[src/rtl/ram128_byte_arbiter_if.sv]
// ----------------------------------------------------------------------------
// ram128_byte_arbiter_if
// Bundles the two requester ports and the RAM128 byte-wrapper port of the
// ram128_byte_arbiter.
//   R0_*/R1_*  : VALID/READY request handshake, WE/ADDR/SIZE/WDATA command,
//                DONE completion pulse and assembled RDATA.
//   MEM_*      : byte-wide RAM wrapper port (WE/A/DI out of arbiter, DO in).
// Modports:
//   slave  - the arbiter side.
//   master - requesters plus the RAM wrapper (environment side).
// ----------------------------------------------------------------------------
interface ram128_byte_arbiter_if;
    logic        R0_VALID, R1_VALID;
    logic        R0_READY, R1_READY;
    logic        R0_WE,    R1_WE;
    logic [8:0]  R0_ADDR,  R1_ADDR;
    logic [1:0]  R0_SIZE,  R1_SIZE;
    logic [31:0] R0_WDATA, R1_WDATA;
    logic        R0_DONE,  R1_DONE;
    logic [31:0] R0_RDATA, R1_RDATA;
    logic        MEM_WE;
    logic [8:0]  MEM_A;
    logic [7:0]  MEM_DI;
    logic [7:0]  MEM_DO;

    modport slave (
        input  R0_VALID, R0_WE, R0_ADDR, R0_SIZE, R0_WDATA,
        input  R1_VALID, R1_WE, R1_ADDR, R1_SIZE, R1_WDATA,
        input  MEM_DO,
        output R0_READY, R0_DONE, R0_RDATA,
        output R1_READY, R1_DONE, R1_RDATA,
        output MEM_WE, MEM_A, MEM_DI
    );

    modport master (
        output R0_VALID, R0_WE, R0_ADDR, R0_SIZE, R0_WDATA,
        output R1_VALID, R1_WE, R1_ADDR, R1_SIZE, R1_WDATA,
        output MEM_DO,
        input  R0_READY, R0_DONE, R0_RDATA,
        input  R1_READY, R1_DONE, R1_RDATA,
        input  MEM_WE, MEM_A, MEM_DI
    );
endinterface

[src/rtl/ram128_byte_arbiter.sv]
// ----------------------------------------------------------------------------
// ram128_byte_arbiter
// Round-robin arbiter between two requesters sharing a byte-wide RAM wrapper.
// Each accepted request is split into 1/2/4 byte beats (byte/half/word),
// issued one per cycle with wrap-around addressing; read bytes returning
// READ_LAT cycles later are assembled little-endian into the owner's RDATA.
// Ports:
//   CLK       - sole clock, rising edge.
//   RST       - synchronous active-high reset; aborts any transaction.
//   bus       - requester handshakes/commands/completions and RAM port.
// Parameter:
//   READ_LAT  - cycles from MEM_A to valid MEM_DO (1..3).
// ----------------------------------------------------------------------------
module ram128_byte_arbiter #(
    parameter int unsigned READ_LAT = 2
) (
    input  logic                  CLK,
    input  logic                  RST,
    ram128_byte_arbiter_if.slave  bus
);
    typedef enum logic [1:0] {IDLE, ISSUE, DRAIN, RESP} state_t;

    state_t      state_q;
    logic        ptr_q, gnt_q, we_q;
    logic [8:0]  addr_q;
    logic [1:0]  last_q, beat_q;
    logic [31:0] wdata_q, asm_q, rd0_q, rd1_q;
    logic        done0_q, done1_q;

    // Read-return tracker: valid bit and byte index per outstanding beat.
    logic [READ_LAT-1:0] pv_q;
    logic [1:0]          pi_q [READ_LAT];

    logic        gnt_d, accept, issuing, cap, cap_last;
    logic [1:0]  cap_idx, size_sel, last_d;
    logic [31:0] asm_d;

    // Contention follows the pointer; a sole requester always wins.
    always_comb begin
        gnt_d = (bus.R0_VALID && bus.R1_VALID) ? ptr_q : bus.R1_VALID;
        accept = (state_q == IDLE) && !RST && (bus.R0_VALID || bus.R1_VALID);
        size_sel = gnt_d ? bus.R1_SIZE : bus.R0_SIZE;
        case (size_sel)
            2'b01:   last_d = 2'd1;
            2'b10:   last_d = 2'd3;
            default: last_d = 2'd0;
        endcase
    end

    assign bus.R0_READY = accept && !gnt_d;
    assign bus.R1_READY = accept &&  gnt_d;

    assign issuing    = (state_q == ISSUE);
    assign bus.MEM_WE = issuing && we_q;
    assign bus.MEM_A  = issuing ? addr_q + {7'd0, beat_q} : '0;
    assign bus.MEM_DI = issuing ? wdata_q[{beat_q, 3'b000} +: 8] : '0;

    assign cap      = pv_q[READ_LAT-1];
    assign cap_idx  = pi_q[READ_LAT-1];
    assign cap_last = cap && (cap_idx == last_q);

    always_comb begin
        asm_d = asm_q;
        if (cap) asm_d[{cap_idx, 3'b000} +: 8] = bus.MEM_DO;
    end

    assign bus.R0_DONE  = done0_q;
    assign bus.R1_DONE  = done1_q;
    assign bus.R0_RDATA = rd0_q;
    assign bus.R1_RDATA = rd1_q;

    always_ff @(posedge CLK) begin
        if (RST) begin
            state_q <= IDLE;
            ptr_q   <= 1'b0;
            gnt_q   <= 1'b0;
            we_q    <= 1'b0;
            addr_q  <= '0;
            last_q  <= '0;
            beat_q  <= '0;
            wdata_q <= '0;
            asm_q   <= '0;
            rd0_q   <= '0;
            rd1_q   <= '0;
            done0_q <= 1'b0;
            done1_q <= 1'b0;
            pv_q    <= '0;
            for (int unsigned k = 0; k < READ_LAT; k++) pi_q[k] <= '0;
        end else begin
            done0_q <= 1'b0;
            done1_q <= 1'b0;
            asm_q   <= asm_d;
            pv_q[0] <= issuing && !we_q;
            pi_q[0] <= beat_q;
            for (int unsigned k = 1; k < READ_LAT; k++) begin
                pv_q[k] <= pv_q[k-1];
                pi_q[k] <= pi_q[k-1];
            end
            case (state_q)
                IDLE: if (accept) begin
                    gnt_q   <= gnt_d;
                    ptr_q   <= ~gnt_d;
                    we_q    <= gnt_d ? bus.R1_WE    : bus.R0_WE;
                    addr_q  <= gnt_d ? bus.R1_ADDR  : bus.R0_ADDR;
                    wdata_q <= gnt_d ? bus.R1_WDATA : bus.R0_WDATA;
                    last_q  <= last_d;
                    beat_q  <= '0;
                    asm_q   <= '0;
                    state_q <= ISSUE;
                end
                ISSUE: begin
                    beat_q <= beat_q + 2'd1;
                    if (beat_q == last_q) begin
                        if (we_q) begin
                            state_q <= RESP;
                            done0_q <= !gnt_q;
                            done1_q <= gnt_q;
                        end else begin
                            state_q <= DRAIN;
                        end
                    end
                end
                // The final byte lands on the same edge that enters RESP, so
                // RDATA is loaded from the merged value, not asm_q.
                DRAIN: if (cap_last) begin
                    state_q <= RESP;
                    done0_q <= !gnt_q;
                    done1_q <= gnt_q;
                    if (gnt_q) rd1_q <= asm_d;
                    else       rd0_q <= asm_d;
                end
                default: state_q <= IDLE;
            endcase
        end
    end
endmodule

[src/flat_wrapper.sv]
// flat-port wrapper written by rule: the top's interface ports become plain ports
module ram128_byte_arbiter_flat 
#(
    parameter int unsigned READ_LAT = 2
)
  (CLK, RST, bus_R0_VALID, bus_R0_WE, bus_R0_ADDR, bus_R0_SIZE, bus_R0_WDATA, bus_R1_VALID, bus_R1_WE, bus_R1_ADDR, bus_R1_SIZE, bus_R1_WDATA, bus_MEM_DO, bus_R0_READY, bus_R0_DONE, bus_R0_RDATA, bus_R1_READY, bus_R1_DONE, bus_R1_RDATA, bus_MEM_WE, bus_MEM_A, bus_MEM_DI);
  ram128_byte_arbiter_if bus_i ();
  input  logic CLK;
  input  logic RST;
  input wire logic [$bits(bus_i.R0_VALID)-1:0] bus_R0_VALID;
  input wire logic [$bits(bus_i.R0_WE)-1:0] bus_R0_WE;
  input wire logic [$bits(bus_i.R0_ADDR)-1:0] bus_R0_ADDR;
  input wire logic [$bits(bus_i.R0_SIZE)-1:0] bus_R0_SIZE;
  input wire logic [$bits(bus_i.R0_WDATA)-1:0] bus_R0_WDATA;
  input wire logic [$bits(bus_i.R1_VALID)-1:0] bus_R1_VALID;
  input wire logic [$bits(bus_i.R1_WE)-1:0] bus_R1_WE;
  input wire logic [$bits(bus_i.R1_ADDR)-1:0] bus_R1_ADDR;
  input wire logic [$bits(bus_i.R1_SIZE)-1:0] bus_R1_SIZE;
  input wire logic [$bits(bus_i.R1_WDATA)-1:0] bus_R1_WDATA;
  input wire logic [$bits(bus_i.MEM_DO)-1:0] bus_MEM_DO;
  output wire logic [$bits(bus_i.R0_READY)-1:0] bus_R0_READY;
  output wire logic [$bits(bus_i.R0_DONE)-1:0] bus_R0_DONE;
  output wire logic [$bits(bus_i.R0_RDATA)-1:0] bus_R0_RDATA;
  output wire logic [$bits(bus_i.R1_READY)-1:0] bus_R1_READY;
  output wire logic [$bits(bus_i.R1_DONE)-1:0] bus_R1_DONE;
  output wire logic [$bits(bus_i.R1_RDATA)-1:0] bus_R1_RDATA;
  output wire logic [$bits(bus_i.MEM_WE)-1:0] bus_MEM_WE;
  output wire logic [$bits(bus_i.MEM_A)-1:0] bus_MEM_A;
  output wire logic [$bits(bus_i.MEM_DI)-1:0] bus_MEM_DI;
  assign bus_i.R0_VALID = bus_R0_VALID;
  assign bus_i.R0_WE = bus_R0_WE;
  assign bus_i.R0_ADDR = bus_R0_ADDR;
  assign bus_i.R0_SIZE = bus_R0_SIZE;
  assign bus_i.R0_WDATA = bus_R0_WDATA;
  assign bus_i.R1_VALID = bus_R1_VALID;
  assign bus_i.R1_WE = bus_R1_WE;
  assign bus_i.R1_ADDR = bus_R1_ADDR;
  assign bus_i.R1_SIZE = bus_R1_SIZE;
  assign bus_i.R1_WDATA = bus_R1_WDATA;
  assign bus_i.MEM_DO = bus_MEM_DO;
  assign bus_R0_READY = bus_i.R0_READY;
  assign bus_R0_DONE = bus_i.R0_DONE;
  assign bus_R0_RDATA = bus_i.R0_RDATA;
  assign bus_R1_READY = bus_i.R1_READY;
  assign bus_R1_DONE = bus_i.R1_DONE;
  assign bus_R1_RDATA = bus_i.R1_RDATA;
  assign bus_MEM_WE = bus_i.MEM_WE;
  assign bus_MEM_A = bus_i.MEM_A;
  assign bus_MEM_DI = bus_i.MEM_DI;
  ram128_byte_arbiter #(.READ_LAT(READ_LAT)) u_core (.CLK(CLK), .RST(RST), .bus(bus_i));
endmodule
[config.mk]
export PLATFORM = sky130hd
export DESIGN_NAME = ram128_byte_arbiter_flat
export DESIGN_NICKNAME = d
export VERILOG_FILES = /design/src/rtl/ram128_byte_arbiter_if.sv /design/src/rtl/ram128_byte_arbiter.sv /design/src/flat_wrapper.sv
export SDC_FILE = /design/constraint.sdc
export NUM_CORES = 1
export LEC_CHECK = 0
export BUFFER_PORTS_ARGS = -buffer_cell sky130_fd_sc_hd__buf_2
export CAP_MARGIN = 20
export CORE_ASPECT_RATIO = 1.4
export CORE_MARGIN = 10
export CORE_UTILIZATION = 40
export DETAILED_ROUTE_END_ITERATION = 16
export PLACE_DENSITY = 0.78
export SYNTH_ARGS = -nofsm -noshare
export SYNTH_HDL_FRONTEND = slang
export SYNTH_SLANG_ARGS = --single-unit
[constraint.sdc]
create_clock -name CLK -period 1.9 [get_ports CLK]
set_clock_uncertainty 0.05 [all_clocks]
set_input_delay 0 -clock CLK [delete_from_list [all_inputs] [get_ports CLK]]
set_output_delay 0 -clock CLK [all_outputs]
set_load 0.02 [all_outputs]
Word level (Yosys, flattened, before mapping)
Memory sizes are Yosys's and may differ from the RTL's.
Index checks and enable logic that the tools add are counted.
- register bits: 150
- bits in writable memories: 4
- bits of input ports: 100
- output and inout bits: 86
- logic and storage cells: 86
- memories kept: 1
- add/sub/neg operators: 3
- equal/unequal tests: 9
- shift-type cells: 3
- multiplexer cells: 32
- bitwise logic cells: 4
- reductions and logical operators: 20
- memories (name ; depth ; width ; rd ports ; clocked after memory_dff ; write ports ; RTL line ; source):
    u_core.pi_q ; 2 ; 2 ; 2 ; 0 ; 2 ; ram128_byte_arbiter.sv:32 ; logic [1:0] pi_q [READ_LAT];
- operators by type and width (kind ; count):
    2-to-1 mux 32 bit ; 4
    bitwise mux 32 bit ; 1
    variable shift 8 x 7 -> 32 bit, first input constant ; 1
    variable part select 32 x 6 -> 8 bit ; 1
    variable part select 8 x 7 -> 32 bit ; 1
    2-to-1 mux 9 bit ; 2
    2-to-1 mux 2 bit ; 7
    2-to-1 mux 1 bit ; 12
    adder 9 x 2 -> 9 bit ; 1
    AND reduction 3 bit ; 3
    logical AND 1 bit ; 8
    2-to-1 mux 8 bit ; 1
    case mux 2 bit (2 select lines) ; 2
    negation 5 -> 7 bit ; 1
    case mux 2 bit (3 select lines) ; 1
    == test 2 x 1 -> 1 bit, second input constant ; 2
    == test 2 bit ; 2
    == test 2 bit, second input constant ; 2
    zero test 1 bit ; 4
    inequality test 2 x 1 -> 1 bit, second input constant ; 2
    case mux 1 bit (2 select lines) ; 2
    AND reduction 2 bit ; 2
    adder 2 x 1 -> 2 bit, second input constant ; 1
    zero test 2 bit ; 1
    5 further kinds ; 7

Longest topological paths before layout
Gate-level depths: netlist of run 1.
An unclocked memory read counts as a cell.
- word-level depth: 7
- mapped depth: 9

Worst setup path after synthesis of run 1
Ideal clock, no wire load.
- kind: reg2reg
- from: register u_core.state_q[0]
- to: register u_core.wdata_q[12]
- setup time: 0.066 ns
- arrival: 1.837 ns
- data required time: 1.784 ns
- slack: -0.053 ns
- stages on the path, launching flop included: 9
- clock period less this slack: 1.953 ns
- cells stage by stage: dfxtp_1 inv_1 ha_1 buf_2 nand2b_1 nor3_1 clkbuf_1 a222oi_1 nor2_1
- cells in the longest elaborated chain, start to end: 4
- RTL lines (what ; RTL line ; source):
    start, declared ; ram128_byte_arbiter.sv:23 ; state_t state_q;
    start signal, assigned ; ram128_byte_arbiter.sv:74 ; state_q <= IDLE;
    start signal, assigned ; ram128_byte_arbiter.sv:109 ; state_q <= ISSUE;
    start signal, assigned ; ram128_byte_arbiter.sv:115 ; state_q <= RESP;
    zero test 2 bit * ; ram128_byte_arbiter.sv:41, ram128_byte_arbiter.sv:99 ;
    logical AND 1 bit (2 in a row) ; ram128_byte_arbiter.sv:41 ; accept = (state_q == IDLE) && !RST && (bus.R0_VALID || bus.R1_VALID);
    AND reduction 2 bit (no line) * ; -- ;
    end signal, assigned ; ram128_byte_arbiter.sv:105 ; wdata_q <= gnt_d ? bus.R1_WDATA : bus.R0_WDATA;
    end, declared ; ram128_byte_arbiter.sv:27 ; logic [31:0] wdata_q, asm_q, rd0_q, rd1_q;
Every way passes the cells marked *; elsewhere a longest branch is shown, timed or not.
A chain may end at the register's enable or synchronous reset.

Worst setup path after layout of run 1
- from: register u_core.beat_q[0]
- to: output port bus_MEM_A[6]
- cells in the longest elaborated chain, start to end: 2
- RTL lines (what ; RTL line ; source):
    start, declared ; ram128_byte_arbiter.sv:26 ; logic [1:0] last_q, beat_q;
    start signal, assigned ; ram128_byte_arbiter.sv:112 ; beat_q <= beat_q + 2'd1;
    adder 9 x 2 -> 9 bit ; ram128_byte_arbiter.sv:55 ; assign bus.MEM_A = issuing ? addr_q + {7'd0, beat_q} : '0;
    2-to-1 mux 9 bit ; ram128_byte_arbiter.sv:55 ;
    end, declared ; flat_wrapper.sv:28 ; output wire logic [$bits(bus_i.MEM_A)-1:0] bus_MEM_A;
No other way between the ends.

==> flow_summary.yaml, run 1 <==
run_status:
  run_status: "finished, violations left"
  failed_checks: "negative setup slack"
critical_path:
  worstSetupEndpointType: "output port"
  timing.critical_path.cells: "ha_4 -> fa_2 -> and3_4 -> nand3_2 -> xnor2_1 -> and2_1 -> buf_6"
  r2r-start: "u_core.state_q[0]"
  timing.rr.end: "u_core.wdata_q[22]"
  worst_path_largest_cell_delay_ns: 0.34
  timing.critical_path.buf_inv: 1
  worst_ep_arrival_time_ns: 1.92
  worst-r2r-cell-count: 8
  worst_path_max_delay_cell: "sky130_fd_sc_hd__dfxtp_2"
  critical_path.max_fanout: 3
  reg2reg_setup_slack_ns: 0.08
  cpLargestDelayFamily: "adder cells"
  timing.critical_path.from_type: "flop"
  critical_path_required_ns: 1.85
  worst-setup-path-type: "flop to output port"
sta:
  fin_tns_setup_ns: -0.182
  timing.final.max_slew_violations: 0
  tightest_slew_ns: 0.738
  final.min_clock_period_ns: 1.97
  setup_slack_ns: -0.0681
  period_utilization_post_route: 1.04
  setup_viol: 3
  achievable-frequency_ghz: 0.508
  rsz0062_at_grt: "true"
  count_of_final_hold_check_violations: 0
  slew_headroom: 0.508
routing:
  wl_per_cell_um: 19.8
  detailedRoute.firstIterationViolations: 593
  router_iterations_before_antenna_repair: 9
  routed_via_density: 5.47
  detail-route-antenna-nets: 0
  totalWireLength_mm: 22.2
  drc: 0
  routed-via-count: 6142
clock_network:
  register_clock_pin_slew_on_the_reported_worst_setup_and_hold_paths_ns: 0.06
  maximum_level_of_the_cts_h_tree: 4
  clock_tree.buffer_depth: 2
  clock_insertion_delay_worst_skew_ns: 0.41
  tritoncts: "built"
  cts_num_sinks: 154
  cts_root_buffer: "sky130_fd_sc_hd__clkbuf_16"
  cts-buffers-inserted: 17
min_path:
  worst_hold_path_type: "input port to flop"
  whs_path_depth: 3
  hold_path_startpoint: "bus_R0_VALID"
  timing.hold.worst_endpoint: "u_core.last_q[0]"
global_routing:
  first_global_vias: 6183
  globalRouteTotalUtil: 0.196
  grt_start_max_net_pins: 66
  grt_first_pass_wirelength_mm: 33.5
  globalRouteOverflowTotal: 0
  grt_antenna_before_repair: 0
yosys:
  synth_top_flop_cell: "sky130_fd_sc_hd__dfxtp_1"
  synth_edf_count: 0
  synth.yosys.seq_area_share: 0.498
  synth.distinct_cells: 40
  synth.ff_latch_count: 154
  async_flop_share: 0
  synth.net_count: 746
  synth.largest_area_cell: "sky130_fd_sc_hd__dfxtp_1"
  synth_largest_type_area_fraction: 0.498
  synthTopCellsByArea: "sky130_fd_sc_hd__dfxtp_1 (50%), sky130_fd_sc_hd__a211oi_1 (10%), sky130_fd_sc_hd__nor2_1 (8.7%)"
  synth-warning-count: 0
  post_synth_inst_count: 633
  synthesized_area_divided_by_synthesized_cell_count_sq_um: 9.77
  syn-cell-area_sq_mm: 0.00618
placement:
  sum_of_net_half_perimeters_after_detailed_placement_mm: 13.0
  io_buffers: 185
  number_of_placed_cells_counting_well_taps: 990
  post_detailed_placement_cell_area_sq_mm: 0.00742
  globalplace.congestion: 0.856
pwr:
  irDropWorstVdd_mv: 0.763
  static-leakage-power_uw: 0.00389
  p_per_area_mw_per_mm2: 1020
layout:
  multi_input_comb_area_sq_mm: 0.00308
  fillers: 1186
  insertedDiodeCount: 0
  flow.area_growth_from_synthesis_pct: 50.7
  most-common-layout-cells: "sky130_fd_sc_hd__buf_2 (178), sky130_fd_sc_hd__dfxtp_1 (149), sky130_fd_sc_hd__nor2_1 (144), sky130_fd_sc_hd__dlygate4sd3_1 (95), sky130_fd_sc_hd__a211oi_1 (75)"
  final_nets: 1031
  layout.cells.most_common: "sky130_fd_sc_hd__buf_2"
  ff_latch_area_sq_mm: 0.00309
  fin_cells: 1123
  layout-drive-gt1-share: 0.328
  final_cell_area_sq_mm: 0.00932
flow_run:
  total_of_max_cap_violations: 0
floorplan:
  start_util: 0.409
  num_io_pins: 186
  core-area_sq_mm: 0.0151
  floorplan.die_area_sq_mm: 0.0209
  die_w_um: 125
  die_height_um: 167
  number_of_placement_rows: 53
## kinds of logic (layout without fill, tap and decap cells)
kind of cell	Yosys count	after routing	synth area share
AND/OR/NAND/NOR	211	211	0.160
AO/OA/AOI/OAI	157	157	0.195
flip-flops	154	154	0.498
adder cells (fa/ha/maj)	13	13	0.0275
XOR/XNOR	11	11	0.0156
multiplexers	31	31	0.0668
buffers and inverters	56	354	0.0370
## layer usage
metal  GRT usage  wire length, um
met5           0                0
met4      0.0939              880
met3      0.0686             1880
met2       0.346            11500
met1       0.202             8010
## state kept, by name, summed over array words and instances (netlist names)
| signal | cells |
|---|---|
| u_core.bus.R0_RDATA | 32 |
| u_core.wdata_q | 32 |
| u_core.bus.R0_DONE | 1 |
| u_core.last_q | 2 |
| u_core.ptr_q | 1 |
| u_core.bus.R1_RDATA | 32 |
| u_core.addr_q | 9 |
| u_core.state_q | 2 |
| u_core.we_q | 1 |
| u_core.pv_q | 2 |
| u_core.bus.R1_DONE | 1 |
| u_core.beat_q | 2 |
| u_core.gnt_q | 1 |
| u_core.pi_q | 4 |
| u_core.asm_q | 32 |
## through the flow
stage          setup slack [ns]  hold slack [ns]   util  total power [uW]
3_5_place_dp             0.0244            0.214  0.491              5550
5_1_grt                  -0.121           0.0356  0.616              9880
2_1_floorplan            0.0251            0.117      -              4930
4_1_cts                 -0.0656           0.0126  0.601              9340
3_3_place_gp              0.122            0.205  0.491              5510
6_report                -0.0681           0.0429  0.616              9490
## synth_stat cells, types with 2 or more instances
library cell,instances
sky130_fd_sc_hd__xor2_1,6
sky130_fd_sc_hd__nor2b_1,9
sky130_fd_sc_hd__buf_2,14
sky130_fd_sc_hd__mux2_2,2
sky130_fd_sc_hd__nand3_1,2
sky130_fd_sc_hd__inv_1,8
sky130_fd_sc_hd__a211oi_1,85
sky130_fd_sc_hd__and2_1,18
sky130_fd_sc_hd__clkbuf_1,30
sky130_fd_sc_hd__ha_1,12
sky130_fd_sc_hd__mux4_2,8
sky130_fd_sc_hd__nor4_4,2
sky130_fd_sc_hd__nand2_1,9
sky130_fd_sc_hd__dfxtp_1,154
sky130_fd_sc_hd__nor4b_1,2
sky130_fd_sc_hd__nand2b_1,9
sky130_fd_sc_hd__o21ai_0,2
sky130_fd_sc_hd__nand4_1,2
sky130_fd_sc_hd__a21o_1,3
sky130_fd_sc_hd__a21oi_1,9
sky130_fd_sc_hd__mux2i_1,21
sky130_fd_sc_hd__a222oi_1,23
sky130_fd_sc_hd__buf_1,2
sky130_fd_sc_hd__xnor2_1,5
sky130_fd_sc_hd__and3_1,2
sky130_fd_sc_hd__nor2_1,144
sky130_fd_sc_hd__nor3_1,5
sky130_fd_sc_hd__nor3b_1,2
sky130_fd_sc_hd__a22oi_1,31
sky130_fd_sc_hd__o21ai_1,2
## report_power, final
| group | internal, uW | switching (uW) | leakage [uW] | total [uW] |
|---|---|---|---|---|
| Clock | 2230 | 1380 | 0.000301 | 3610 |
| Combinational | 982 | 1200 | 0.00233 | 2180 |
| Sequential | 3480 | 214 | 0.00125 | 3700 |
## worst max-delay path by stage
stage                            startpoint                 endpoint  cells after the start
final                      u_core.beat_q[0]             bus_MEM_A[6]                      7
after global routing       u_core.beat_q[0]             bus_MEM_A[6]                      7
after CTS                  u_core.beat_q[0]             bus_MEM_A[8]                      7
after detailed placement  u_core.pi_q[0][3]  u_core.bus.R1_RDATA[22]                      7
after global placement    u_core.state_q[1]  u_core.bus.R0_RDATA[29]                      7
after floorplan           u_core.pi_q[0][2]   u_core.bus.R0_RDATA[2]                      5
## final cells by class
cell class                 instances  share of cell area
tap                              192              0.0258
clock inverter                    11              0.0169
sequential                       154               0.332
clock buffer                      21              0.0516
timing repair buffer             313               0.240
inverter                           9             0.00363
multi-input combinational        423               0.330
## worst reg2reg max path: cells and delay by family, from the launching register on
kind | cells | cell delay, ns
AO/OA/AOI/OAI | 2 | 0.51
adder cells (fa/ha/maj) | 1 | 0.20
buffers and inverters | 3 | 0.40
flip-flops | 1 | 0.38
AND/OR/NAND/NOR | 2 | 0.16
## what timing repair did
action,CTS,global route
cloned,0,2
endpoints found under the hold margin,78,0
buffers inserted,2,2
endpoints found under the setup margin,14,87
hold buffers,95,0
pin swaps,2,6
resized for setup,18,40
Power figures use the tool's default switching activity.
==> run 2: changes to the inputs <==
==> constraint.sdc (replaced) <==
create_clock -name CLK -period 1.9 [get_ports CLK]
set_clock_uncertainty 0.05 [all_clocks]
set_input_delay 0.19 -clock CLK [delete_from_list [all_inputs] [get_ports CLK]]
set_output_delay 0.19 -clock CLK [all_outputs]
set_load 0.02 [all_outputs]
==> run 2 against run 1 <==
The run still ends with negative setup slack left; hold slack worse by 0.023 ns; total power down 1.4%; via count down 5.4%; maximum frequency down 11%; sequential cell count unchanged; critical path depth unchanged; first-iteration DRC count up 7.6%; sequential share of layout area up 2.3 points; die area unchanged; combinational power down 3%; register-to-register slack about the same; largest cell class unchanged; global-route usage down 1.5 points; highest routed layer unchanged.
==> flow_summary.yaml, run 2 (synthesized netlist as in run 1, its figures left out) <==
sta:
  setup_slack_ns: -0.313
  timing.final.max_slew_violations: 0
  final.min_clock_period_ns: 2.21
  count_of_final_hold_check_violations: 0
  period_utilization_post_route: 1.16
  tightest_slew_ns: 0.698
  slew_headroom: 0.535
  fin_hold_ws_ns: 0.0196
  achievable-frequency_ghz: 0.452
  rsz0062_at_grt: "true"
  setup_viol: 16
critical_path:
  worst_path_largest_cell_delay_ns: 0.35
  worstSetupEndpointType: "output port"
  worst-setup-path-type: "flop to output port"
  critical_path.max_fanout: 3
  critical_path_required_ns: 1.66
  timing.critical_path.cells: "ha_4 -> fa_2 -> and3_4 -> nand3_2 -> xnor2_1 -> and2_4 -> buf_6"
  timing.critical_path.buf_inv: 1
  worst_ep_arrival_time_ns: 1.97
  timing.critical_path.from_type: "flop"
  cpLargestDelayFamily: "adder cells"
  worst_path_max_delay_cell: "sky130_fd_sc_hd__fa_2"
clock_network:
  cts_root_buffer: "sky130_fd_sc_hd__clkbuf_16"
  register_clock_pin_slew_on_the_reported_worst_setup_and_hold_paths_ns: 0.06
  cts_num_sinks: 154
  tritoncts: "built"
  clock_insertion_delay_worst_skew_ns: 0.41
  maximum_level_of_the_cts_h_tree: 4
  cts-buffers-inserted: 17
  clock_tree.buffer_depth: 2
layout:
  most-common-layout-cells: "sky130_fd_sc_hd__buf_2 (178), sky130_fd_sc_hd__dfxtp_1 (148), sky130_fd_sc_hd__nor2_1 (144), sky130_fd_sc_hd__a211oi_1 (84), sky130_fd_sc_hd__dlygate4sd3_1 (42)"
  layout-drive-gt1-share: 0.338
  layout.cells.most_common: "sky130_fd_sc_hd__buf_2"
  fillers: 1279
  flow.area_growth_from_synthesis_pct: 40.9
  fin_cells: 1073
  insertedDiodeCount: 0
  layout.core_utilization: 0.576
  final_nets: 981
pwr:
  irDropWorstVdd_mv: 0.765
  p_per_area_mw_per_mm2: 1070
  static-leakage-power_uw: 0.00364
floorplan:
  number_of_placement_rows: 53
  start_util: 0.409
  die_w_um: 125
  core-area_sq_mm: 0.0151
  floorplan.die_area_sq_mm: 0.0209
  num_io_pins: 186
  die_height_um: 167
run_status:
  run_status: "finished, violations left"
  failed_checks: "negative setup slack"
routing:
  router_iterations_before_antenna_repair: 7
  routed-via-count: 5813
  totalWireLength_mm: 20.5
  drc: 0
  wl_per_cell_um: 19.1
  detail-route-antenna-nets: 0
  routed_via_density: 5.42
  detailedRoute.firstIterationViolations: 638
global_routing:
  grt_start_max_net_pins: 67
  first_global_vias: 5943
  globalRouteTotalUtil: 0.181
  grt_first_pass_wirelength_mm: 31.1
  grt_antenna_before_repair: 0
  globalRouteOverflowTotal: 0
min_path:
  worst_hold_path_type: "input port to flop"
placement:
  number_of_placed_cells_counting_well_taps: 991
  globalplace.congestion: 0.825
  sum_of_net_half_perimeters_after_detailed_placement_mm: 12.9
  io_buffers: 185
  preCtsSetupSlack_ns: -0.0495
flow_run:
  total_of_max_cap_violations: 0
[run 2: cell type report]
cell class,instances,area [sq um],area share
Clock buffer,17,425,0.0488
Multi-Input combinational cell,423,3010,0.345
Sequential cell,154,3090,0.355
Clock inverter,15,190,0.0218
Inverter,9,36.3,0.00416
Tap cell,192,240,0.0276
Timing Repair Buffer,263,1720,0.198
[run 2: per-stage QoR]
stage | TNS [ns] | power [uW] | area (sq um)
after floorplan | 0 | 4930 | 6190
after global placement | -0.0233 | 5520 | 7430
after detailed placement | -0.0831 | 5560 | 7430
after CTS | -2.76 | 9270 | 8600
after global routing | -4.12 | 9770 | 8710
final | -2.90 | 9350 | 8710
[run 2: final timing paths]
| path | slack, ns | from | cells after the start | endpoint |
|---|---|---|---|---|
| min | 0.02 | bus_R0_ADDR[7] | 3 | u_core.addr_q[7] |
| max reg2reg | 0.07 | u_core.state_q[0] | 8 | u_core.bus.R1_RDATA[16] |
| max | -0.31 | u_core.beat_q[0] | 7 | bus_MEM_A[6] |
| min reg2reg | 0.38 | u_core.pi_q[0][1] | 1 | u_core.pi_q[0][3] |
[run 2: tightest hold or removal path, delay by kind of cell]
family | cells | cell delay [ns]
simple gates | 1 | 0.10
buf+inv | 1 | 0.08
compound gates | 1 | 0.08
[run 2: power by group]
group | total [uW] | leakage, uW | switching, uW | internal (uW)
registers | 3710 | 0.00125 | 230 | 3480
logic | 2120 | 0.00210 | 1160 | 960
clock network | 3520 | 0.000292 | 1420 | 2090
[run 2: what timing repair did]
item	4_1_cts	5_1_grt
setup endpoints to repair	20	51
endpoints found under the hold margin	21	0
hold buffers	42	0
setup buffers	3	3
gates cloned	0	2
resized for setup	30	19
pin swaps	7	7
[run 2: layer usage]
| layer | GRT usage | vias to the layer above | wire (um) |
|---|---|---|---|
| met5 | 0 | - | 0 |
| met4 | 0.0879 | 0 | 698 |
| met3 | 0.0566 | 41 | 1560 |
| met2 | 0.316 | 305 | 10400 |
| met1 | 0.193 | 2700 | 7800 |
| li1 | - | 2767 | - |
